[config.mk]
export PLATFORM = sky130hd
export DESIGN_NAME = uart_rx_packet_ctrl
export DESIGN_NICKNAME = d
export VERILOG_FILES = /design/src/rtl/uart_rx_packet_ctrl.sv
export SDC_FILE = /design/constraint.sdc
export NUM_CORES = 1
export LEC_CHECK = 0
export ABC_AREA = 1
export CAP_MARGIN = 20
export CORE_AREA = 2 2 106 108
export DETAILED_ROUTE_END_ITERATION = 12
export DIE_AREA = 0 0 108 110
export HOLD_SLACK_MARGIN = 0.15
export PLACE_DENSITY = 0.84
export SYNTH_ARGS = -nofsm -noshare
export SYNTH_HDL_FRONTEND = slang
export SYNTH_SLANG_ARGS = --single-unit
[constraint.sdc]
create_clock -name CLK50MHz -period 5.7 [get_ports CLK50MHz]
set_input_delay 1.14 -clock CLK50MHz [delete_from_list [all_inputs] [get_ports CLK50MHz]]
set_output_delay 1.14 -clock CLK50MHz [all_outputs]
set_load 0.03 [all_outputs]
[src/rtl/uart_rx_packet_ctrl.sv]
// UART byte-stream packet framer: SYNC, LEN, payload, CSUM.
// Buffers a good packet and drains it over a valid/ready port.
module uart_rx_packet_ctrl #(
  parameter int          MAX_LEN = 8,
  parameter int          TIMEOUT = 104166,
  parameter logic [7:0]  SYNC    = 8'hA5
) (
  input  logic       CLK50MHz,
  input  logic       RESET,
  input  logic [7:0] RX_DATA,
  input  logic       RX_VALID,
  input  logic       RX_PERR,
  output logic [7:0] PKT_DATA,
  output logic       PKT_VALID,
  input  logic       PKT_READY,
  output logic       PKT_LAST,
  output logic       ERR,
  output logic [2:0] ERR_CODE,
  output logic [7:0] ERR_COUNT
);

  localparam int AW = (MAX_LEN > 1) ? $clog2(MAX_LEN) : 1;
  localparam int TW = (TIMEOUT > 2) ? $clog2(TIMEOUT) : 1;

  typedef enum logic [2:0] {
    IDLE, LEN, PAYLOAD, CSUM, DRAIN
  } state_t;

  state_t          state, nstate;
  logic [7:0]      len_q;
  logic [AW-1:0]   idx, rd;
  logic [7:0]      sum;
  logic [TW-1:0]   tcnt;
  logic [7:0]      mem [MAX_LEN];

  logic            err_n;
  logic [2:0]      code_n;
  logic            ld_len, wr, run, hs;
  logic [7:0]      last_idx;

  assign last_idx  = len_q - 8'd1;
  assign run       = (state == LEN) || (state == PAYLOAD) || (state == CSUM);
  assign hs        = (state == DRAIN) && PKT_READY;
  assign PKT_VALID = (state == DRAIN);
  assign PKT_DATA  = PKT_VALID ? mem[rd] : 8'd0;
  assign PKT_LAST  = PKT_VALID && (8'(rd) == last_idx);

  always_comb begin
    nstate = state;
    err_n  = 1'b0;
    code_n = 3'd0;
    ld_len = 1'b0;
    wr     = 1'b0;
    case (state)
      IDLE: begin
        if (RX_VALID && !RX_PERR && RX_DATA == SYNC)
          nstate = LEN;
      end
      LEN, PAYLOAD, CSUM: begin
        if (RX_VALID) begin
          if (RX_PERR) begin
            err_n  = 1'b1;
            code_n = 3'd4;
            nstate = IDLE;
          end else if (state == LEN) begin
            if (RX_DATA == 8'd0 || RX_DATA > 8'(MAX_LEN)) begin
              err_n  = 1'b1;
              code_n = 3'd1;
              nstate = IDLE;
            end else begin
              ld_len = 1'b1;
              nstate = PAYLOAD;
            end
          end else if (state == PAYLOAD) begin
            wr = 1'b1;
            if (8'(idx) == last_idx)
              nstate = CSUM;
          end else begin
            if (8'(sum + RX_DATA) == 8'd0) begin
              nstate = DRAIN;
            end else begin
              err_n  = 1'b1;
              code_n = 3'd2;
              nstate = IDLE;
            end
          end
        end else if (tcnt == TW'(TIMEOUT - 1)) begin
          err_n  = 1'b1;
          code_n = 3'd3;
          nstate = IDLE;
        end
      end
      DRAIN: begin
        // Bytes arriving while draining are lost, never parsed.
        if (RX_VALID) begin
          err_n  = 1'b1;
          code_n = 3'd5;
        end
        if (hs && 8'(rd) == last_idx)
          nstate = IDLE;
      end
      default: nstate = IDLE;
    endcase
  end

  always_ff @(posedge CLK50MHz) begin
    if (RESET) begin
      state     <= IDLE;
      len_q     <= 8'd0;
      idx       <= '0;
      rd        <= '0;
      sum       <= 8'd0;
      tcnt      <= '0;
      ERR       <= 1'b0;
      ERR_CODE  <= 3'd0;
      ERR_COUNT <= 8'd0;
    end else begin
      state <= nstate;
      if (nstate != state || RX_VALID || !run)
        tcnt <= '0;
      else
        tcnt <= tcnt + 1'b1;
      if (ld_len) begin
        len_q <= RX_DATA;
        sum   <= RX_DATA;
        idx   <= '0;
      end else if (wr) begin
        sum <= sum + RX_DATA;
        idx <= idx + 1'b1;
      end
      if (state == CSUM && nstate == DRAIN)
        rd <= '0;
      else if (hs)
        rd <= rd + 1'b1;
      ERR <= err_n;
      if (err_n) begin
        ERR_CODE <= code_n;
        if (ERR_COUNT != 8'hFF)
          ERR_COUNT <= ERR_COUNT + 8'd1;
      end
    end
  end

  // Payload buffer keeps its contents across reset.
  always_ff @(posedge CLK50MHz) begin
    if (wr && !RESET)
      mem[idx] <= RX_DATA;
  end

endmodule

==> flow_summary.yaml, run 1 <==
die:
  die_height_um: 110
  start_util_pct: 53.6
  total_i_o_pin_count: 35
  design.die.area_mm2: 0.0119
  core-area_mm2: 0.0107
  die_w_um: 108
  placement_rows: 38
clocking:
  post_cts.repair.setup_buffers: 0
  post_cts_resize_count: 0
  clock_insertion_delay_worst_skew_ns: 0.52
  cts_tree: "yes"
  tritoncts_num_sinks: 121
  quantity_of_hold_fixing_buffers_added_after_cts: 0
  buffers_from_clock_root_to_sink_at_most: 2
  cts.clk_slew.worst_paths_ns: 0.06
  cts-htree-levels: 4
  cts_root_buffer: "sky130_fd_sc_hd__clkbuf_8"
  num_cts_buffers: 17
critical_path:
  critical_path.endpoint_type: "primary output"
  startpoint_type: "flop"
  critPathMaxStageDelay_ns: 0.70
  cell_repeated_most_along_the_worst_path: "sky130_fd_sc_hd__o21ai_0"
  worst_ep_arrival_time_ns: 3.13
  cell_at_the_slowest_stage_of_the_critical_path: "sky130_fd_sc_hd__clkdlybuf4s50_1"
  crit_path_max_fanout: 33
  worstSetupPathType: "reg2out"
  timing.reg2reg.worst_path_depth: 14
  critical_path_cell_sequence: "buf_4, inv_1, o21ai_0, o22ai_1, o21ai_0, a31oi_1, clkdlybuf4s50_1"
  worst_reg2reg_path_startpoint: "sum[0]"
  r2r_slack_ns: 3.17
  critPathTopFamily: "buffers and inverters"
  cp.buffers_inverters: 3
  regToRegEndpoint: "ERR_COUNT[7]"
  critPathRequiredTime_ns: 4.56
power:
  total_power_w: 0.00200
  power.leakage_nw: 2.47
  power_density_mw_per_mm2: 295
  worst_ir_drop_vdd_mv: 0.200
drt:
  routed_wire_length_per_instance_um: 15.3
  route.detailed.vias_per_inst: 5.59
  vias: 4637
  dr.pass1.iters: 7
  drcViolationCount: 0
  postRouteWirelength_mm: 12.7
  drt_iter0_drc: 435
  drtAntennaViolNets: 0
outcome:
  status: "finished, final reports clean"
sta:
  share_of_the_clock_period_used_by_the_worst_path_after_layout_pct: 74.9
  rsz_0062_raised_after_global_routing: "no"
  fin_setup_tns_ns: 0
  clock.fmax_mhz: 234
  slew-limit-headroom_pct: 38.6
  skew_ns: 0.0111
  worst_pin_slew_ns: 0.918
  final.setup.worst_slack_ns: 1.43
  fin_crit_ns: 4.27
  timing.final.hold_violations: 0
  maxSlewViolCount: 0
  report.final.setup_viol: 0
cells_and_area:
  nets: 705
  layout-area-overhead-vs-synth_pct: 18.3
  antenna-diode-count: 0
  final_layout_size_suffix_gt1_share_pct: 11.7
  postLayoutCellArea_mm2: 0.00679
  post-route-util_pct: 63.5
placed_design:
  placement.setup.worst_slack_ns: 1.59
  numPortBuffers: 34
  globalplace.congestion: 0.873
  dpl_wire_length_mm: 8.19
  placement.cell_area_mm2: 0.00620
hold_path:
  min_path_cells: 2
  worst_hold_path.endpoint: "len_q[7]"
  class_of_the_tightest_hold_or_removal_check: "reg2reg"
  min_from: "len_q[7]"
synth:
  postSynthCellCount: 635
  ys_seq_elements: 121
  seq_area_frac_synth_pct: 53.4
  synth-warning-count: 0
  syn_nets: 662
  syn_area_mm2: 0.00574
  synth_cell_types: 36
  syn_area_per_cell_um2: 9.04
grt:
  largest_net_degree_at_the_start_of_global_routing: 34
  grt_remaining_overflow: 0
  grt_pass1_wl_mm: 20.7
  gr-usage-all-layers_pct: 22.4
  antenna_found_initial: 0
  grt_pass1_vias: 4541
job:
  cap_viol_max_count: 0
-- how the worst max path moves through the flow --
| stage | to | slack [ns] | depth (start not counted) |
|---|---|---|---|
| floorplan | ERR_COUNT[0] | 2.63 | 14 |
| global placement | ERR_COUNT[7] | 1.70 | 15 |
| detailed placement | ERR_COUNT[7] | 1.59 | 15 |
| CTS | PKT_DATA[7] | 1.45 | 7 |
| global route | PKT_DATA[1] | 1.23 | 7 |
| finish | PKT_DATA[3] | 1.43 | 7 |
-- layout make-up --
cell class / count / area (um2)
clock buffer: 19 / 422
clock inverter: 12 / 151
fill: 823 / 3910
inverter: 62 / 233
multi-input combinational: 435 / 2360
sequential: 121 / 3060
tap: 140 / 175
timing repair buffer: 41 / 388
-- sequential cells by signal, summed over array words and instances, names as in the netlist, named ones only --
register   cells
ERR            1
state          3
ERR_CODE       3
mem           64
rd             3
len_q          8
tcnt          17
ERR_COUNT      8
idx            3
sum            8
-- power breakdown --
part,switching [W],total [W],internal (W)
Combinational,0.0000303,0.0000453,0.0000149
Clock,0.000379,0.00104,0.000661
Sequential,0.0000000253,0.000917,0.000917
-- synth_stat cells --
library cell                number  area share (%)
sky130_fd_sc_hd__o21ai_1         2            0.17
sky130_fd_sc_hd__o22ai_1        12             1.3
sky130_fd_sc_hd__nor3b_1         1            0.13
sky130_fd_sc_hd__a21oi_1        23             2.0
sky130_fd_sc_hd__a31oi_1        13             1.4
sky130_fd_sc_hd__fa_1            1            0.35
sky130_fd_sc_hd__nor3_1          7            0.61
sky130_fd_sc_hd__nor4_1          1            0.11
sky130_fd_sc_hd__xnor2_1         7             1.1
sky130_fd_sc_hd__clkbuf_1       12            0.78
sky130_fd_sc_hd__a21oi_2         1            0.15
sky130_fd_sc_hd__ha_1           13             2.8
sky130_fd_sc_hd__nand3b_1        1            0.13
sky130_fd_sc_hd__nor2_2          2            0.22
sky130_fd_sc_hd__o21ai_0        45             3.9
sky130_fd_sc_hd__xor2_1         21             3.2
sky130_fd_sc_hd__nor2_1         96             6.3
sky130_fd_sc_hd__inv_2           9            0.59
sky130_fd_sc_hd__nand3_1        47             4.1
sky130_fd_sc_hd__nand3_2         1            0.17
sky130_fd_sc_hd__nand4_1         9            0.98
sky130_fd_sc_hd__inv_1          53             3.5
sky130_fd_sc_hd__or3_1           1            0.11
sky130_fd_sc_hd__dfxtp_1        57              20
sky130_fd_sc_hd__buf_12          1            0.35
sky130_fd_sc_hd__edfxtp_1       64              33
sky130_fd_sc_hd__nor3_2          5            0.87
sky130_fd_sc_hd__nand2_1        97             6.3
sky130_fd_sc_hd__nor2_4         14             2.7
sky130_fd_sc_hd__nand2_4         2            0.39
sky130_fd_sc_hd__buf_4           1            0.13
sky130_fd_sc_hd__o2111ai_1       1            0.15
sky130_fd_sc_hd__nand2_2         8            0.87
sky130_fd_sc_hd__buf_1           2            0.13
sky130_fd_sc_hd__buf_2           1           0.087
sky130_fd_sc_hd__or2_2           4            0.44
-- worst min-delay path, cell delays in order, from the launching register on --
cell	delay [ns]
sky130_fd_sc_hd__dfxtp_1	0.29
sky130_fd_sc_hd__inv_1	0.06
sky130_fd_sc_hd__nor2_1	0.04
-- layout by cell type, fill, tap and decap left out, drive strengths merged --
| cell type | instances |
|---|---|
| or3 | 1 |
| nor2 | 112 |
| nand2 | 107 |
| o22ai | 12 |
| buf | 5 |
| nand4 | 9 |
| nand3b | 1 |
| bufinv | 3 |
| ha | 13 |
| inv | 63 |
| a31oi | 13 |
| nand3 | 48 |
| clkinvlp | 4 |
| nor3b | 1 |
| fa | 1 |
| a21oi | 24 |
| nor3 | 12 |
| clkdlybuf4s50 | 34 |
| clkinv | 4 |
| edfxtp | 64 |
| clkbuf | 21 |
| xnor2 | 7 |
| xor2 | 21 |
| dfxtp | 57 |
| o2111ai | 1 |
| o21ai | 47 |
| or2 | 4 |
| nor4 | 1 |
-- routing by layer --
metal	global-route usage [%]	routed length, um	share of wire, %
met5	0	0	0
met2	38.6	6400	50
met3	5.58	852	6.7
met4	10.8	314	2.5
met1	26.4	5140	40
-- cell families after synthesis --
kind of cell	share of synthesized area, %
AOI/OAI and AO/OA	9.13
and+or+nand+nor	24.5
DFF	53.4
xor gates and xnor gates	4.27
buffers and inverters	5.54
adders and majority gates	3.18
-- per-stage QoR --
stage               instances  hold slack [ns]
floorplan                 635            0.416
global placement          795            0.428
detailed placement        796            0.428
CTS                       827            0.436
global route              830            0.463
finish                    830            0.433
Note: power is estimated with default switching activity, not from simulation.
==> run 2, diff against run 1 <==
--- a/config.mk
+++ b/config.mk
@@ -7,11 +7,11 @@
 export LEC_CHECK = 0
 export ABC_AREA = 1
 export CAP_MARGIN = 20
-export CORE_AREA = 2 2 106 108
+export CORE_AREA = 2 2 107 109
 export DETAILED_ROUTE_END_ITERATION = 12
-export DIE_AREA = 0 0 108 110
+export DIE_AREA = 0 0 109 111
 export HOLD_SLACK_MARGIN = 0.15
-export PLACE_DENSITY = 0.84
+export PLACE_DENSITY = 0.86
 export SYNTH_ARGS = -nofsm -noshare
 export SYNTH_HDL_FRONTEND = slang
 export SYNTH_SLANG_ARGS = --single-unit
==> constraint.sdc (replaced) <==
create_clock -name CLK50MHz -period 3.7 [get_ports CLK50MHz]
set_input_delay 0.74 -clock CLK50MHz [delete_from_list [all_inputs] [get_ports CLK50MHz]]
set_output_delay 0.74 -clock CLK50MHz [all_outputs]
set_load 0.03 [all_outputs]
==> flow_summary.yaml, run 2 (synthesis gave the netlist of run 1 again) <==
drt:
  drt_iter0_drc: 368
  postRouteWirelength_mm: 13.3
  drtAntennaViolNets: 0
  route.detailed.vias_per_inst: 5.56
  vias: 4713
  routed_wire_length_per_instance_um: 15.7
  dr.pass1.iters: 5
  drcViolationCount: 0
die:
  start_util_pct: 51.8
  core-area_mm2: 0.0111
  die_height_um: 111
  die_w_um: 109
  design.die.area_mm2: 0.0121
  total_i_o_pin_count: 35
  placement_rows: 39
placed_design:
  globalplace.congestion: 0.945
  dpl_wire_length_mm: 8.64
  numPortBuffers: 34
clocking:
  cts-htree-levels: 4
  quantity_of_hold_fixing_buffers_added_after_cts: 0
  clock_insertion_delay_worst_skew_ns: 0.42
  tritoncts_num_sinks: 121
  cts.clk_slew.worst_paths_ns: 0.06
  cts_tree: "yes"
  cts_root_buffer: "sky130_fd_sc_hd__clkbuf_16"
  buffers_from_clock_root_to_sink_at_most: 2
  num_cts_buffers: 17
grt:
  antenna_found_initial: 0
  gr-usage-all-layers_pct: 23.4
  grt_pass1_wl_mm: 21.8
  grt_remaining_overflow: 0
  grt_pass1_vias: 4691
  largest_net_degree_at_the_start_of_global_routing: 33
critical_path:
  cp.buffers_inverters: 3
  critPathRequiredTime_ns: 2.96
  critPathMaxStageDelay_ns: 0.71
  worst_ep_arrival_time_ns: 2.66
  worstSetupPathType: "reg2out"
  crit_path_max_fanout: 32
  critPathTopFamily: "buffers and inverters"
  critical_path_cell_sequence: "inv_1, buf_4, o21ai_0, o22ai_1, o21ai_0, a31oi_1, clkdlybuf4s50_1"
  startpoint_type: "flop"
  cell_at_the_slowest_stage_of_the_critical_path: "sky130_fd_sc_hd__clkdlybuf4s50_1"
  critical_path.endpoint_type: "primary output"
  cell_repeated_most_along_the_worst_path: "sky130_fd_sc_hd__o21ai_0"
cells_and_area:
  largest-register: "mem"
  layout_common_cells: "sky130_fd_sc_hd__nand2_1 (97), sky130_fd_sc_hd__nor2_1 (96), sky130_fd_sc_hd__edfxtp_1 (64), sky130_fd_sc_hd__dfxtp_1 (56), sky130_fd_sc_hd__inv_1 (53)"
  mostFrequentLayoutCell: "sky130_fd_sc_hd__nand2_1"
  largest_registers: "mem (64), tcnt (17)"
  final_layout_size_suffix_gt1_share_pct: 14.2
  nets: 719
  antenna-diode-count: 0
  number_of_flip_flops_under_the_largest_register_name: 64
  layout-area-overhead-vs-synth_pct: 20.4
sta:
  fin_crit_ns: 3.40
  rsz_0062_raised_after_global_routing: "no"
  share_of_the_clock_period_used_by_the_worst_path_after_layout_pct: 92.0
  worst_pin_slew_ns: 0.551
  maxSlewViolCount: 0
  slew-limit-headroom_pct: 63.2
  clock.fmax_mhz: 294
  report.final.setup_viol: 0
  timing.final.hold_violations: 0
  fin_setup_tns_ns: 0
  skew_ns: 0.0116
outcome:
  status: "finished, final reports clean"
power:
  power_density_mw_per_mm2: 447
  worst_ir_drop_vdd_mv: 0.270
  total_power_w: 0.00309
  power.leakage_nw: 2.55
hold_path:
  class_of_the_tightest_hold_or_removal_check: "reg2reg"
job:
  cap_viol_max_count: 0
==> run 2: changes by cell type in the layout (fill, tap and decap cells not counted), moves of 2 or more <==
cell and delta:
sky130_fd_sc_hd__clkbuf_4 -2, sky130_fd_sc_hd__bufinv_16 -2, sky130_fd_sc_hd__clkbuf_1 -2, sky130_fd_sc_hd__clkinv_2 -2
sky130_fd_sc_hd__buf_2 -2, sky130_fd_sc_hd__buf_4 +18, sky130_fd_sc_hd__inv_6 +9
==> run 2: per-stage QoR <==
step | utilization (%) | hold slack (ns) | cell area [um2] | std cells | setup slack (ns)
2_1_floorplan | - | 0.416 | 5740 | 635 | 1.03
3_3_place_gp | 57.2 | 0.422 | 6330 | 816 | 0.313
3_5_place_dp | 57.2 | 0.432 | 6330 | 816 | 0.174
4_1_cts | 62.4 | 0.440 | 6910 | 848 | 0.0972
5_1_grt | 62.4 | 0.477 | 6910 | 848 | 0.138
6_report | 62.4 | 0.443 | 6910 | 848 | 0.296
==> run 2: final timing paths <==
kind                               start      endpoint  slack [ns]  cells after the start
worst min register to register  len_q[6]      len_q[6]        0.44                      2
worst max register to register    sum[0]  ERR_COUNT[5]        1.01                     14
worst max-delay path                flop   PKT_DATA[7]        0.30                      7
worst min-delay path            len_q[6]      len_q[6]        0.44                      2
==> run 2: where the power goes <==
part | total, W | leakage (nW) | internal, W | switching, W
Combinational | 0.0000773 | 1.24 | 0.0000274 | 0.0000499
Sequential | 0.00141 | 1.03 | 0.00141 | 0.0000000408
Clock | 0.00160 | 0.275 | 0.000948 | 0.000652
==> run 2: worst reg2reg max path, cell delays in order, from the launching register on <==
cell	delay [ns]
sky130_fd_sc_hd__dfxtp_1	0.38
sky130_fd_sc_hd__ha_1	0.24
sky130_fd_sc_hd__fa_1	0.46
sky130_fd_sc_hd__or2_2	0.31
sky130_fd_sc_hd__nor2_1	0.12
sky130_fd_sc_hd__nand3_1	0.09
sky130_fd_sc_hd__nor2_1	0.10
sky130_fd_sc_hd__nand2_1	0.10
sky130_fd_sc_hd__nand2_1	0.08
sky130_fd_sc_hd__nand2_1	0.06
sky130_fd_sc_hd__nand2_2	0.09
sky130_fd_sc_hd__nand2_2	0.15
sky130_fd_sc_hd__nand2_1	0.22
sky130_fd_sc_hd__nand2_1	0.08
sky130_fd_sc_hd__a21oi_1	0.15
==> run 2: cell type report <==
class	instances	area [um2]
clock buffers	17	425
clock inverters	15	151
fillers	824	4170
inverters	62	233
multi-input cells	435	2360
flip-flops and latches	121	3060
well taps	143	179
repair buffers	55	498
==> run 2: repair_timing <==
action	CTS	global route
gates resized for setup	0	1
setup endpoints to repair	0	1
buffers inserted	0	0
==> run 2: layer usage <==
layer | wire length (um) | global-route usage, % | vias up
met2 | 6670 | 38.7 | 221
met5 | 0 | 0 | -
li1 | - | - | 2255
met1 | 5270 | 28.0 | 2203
met4 | 311 | 10.8 | 0
met3 | 1060 | 6.53 | 34
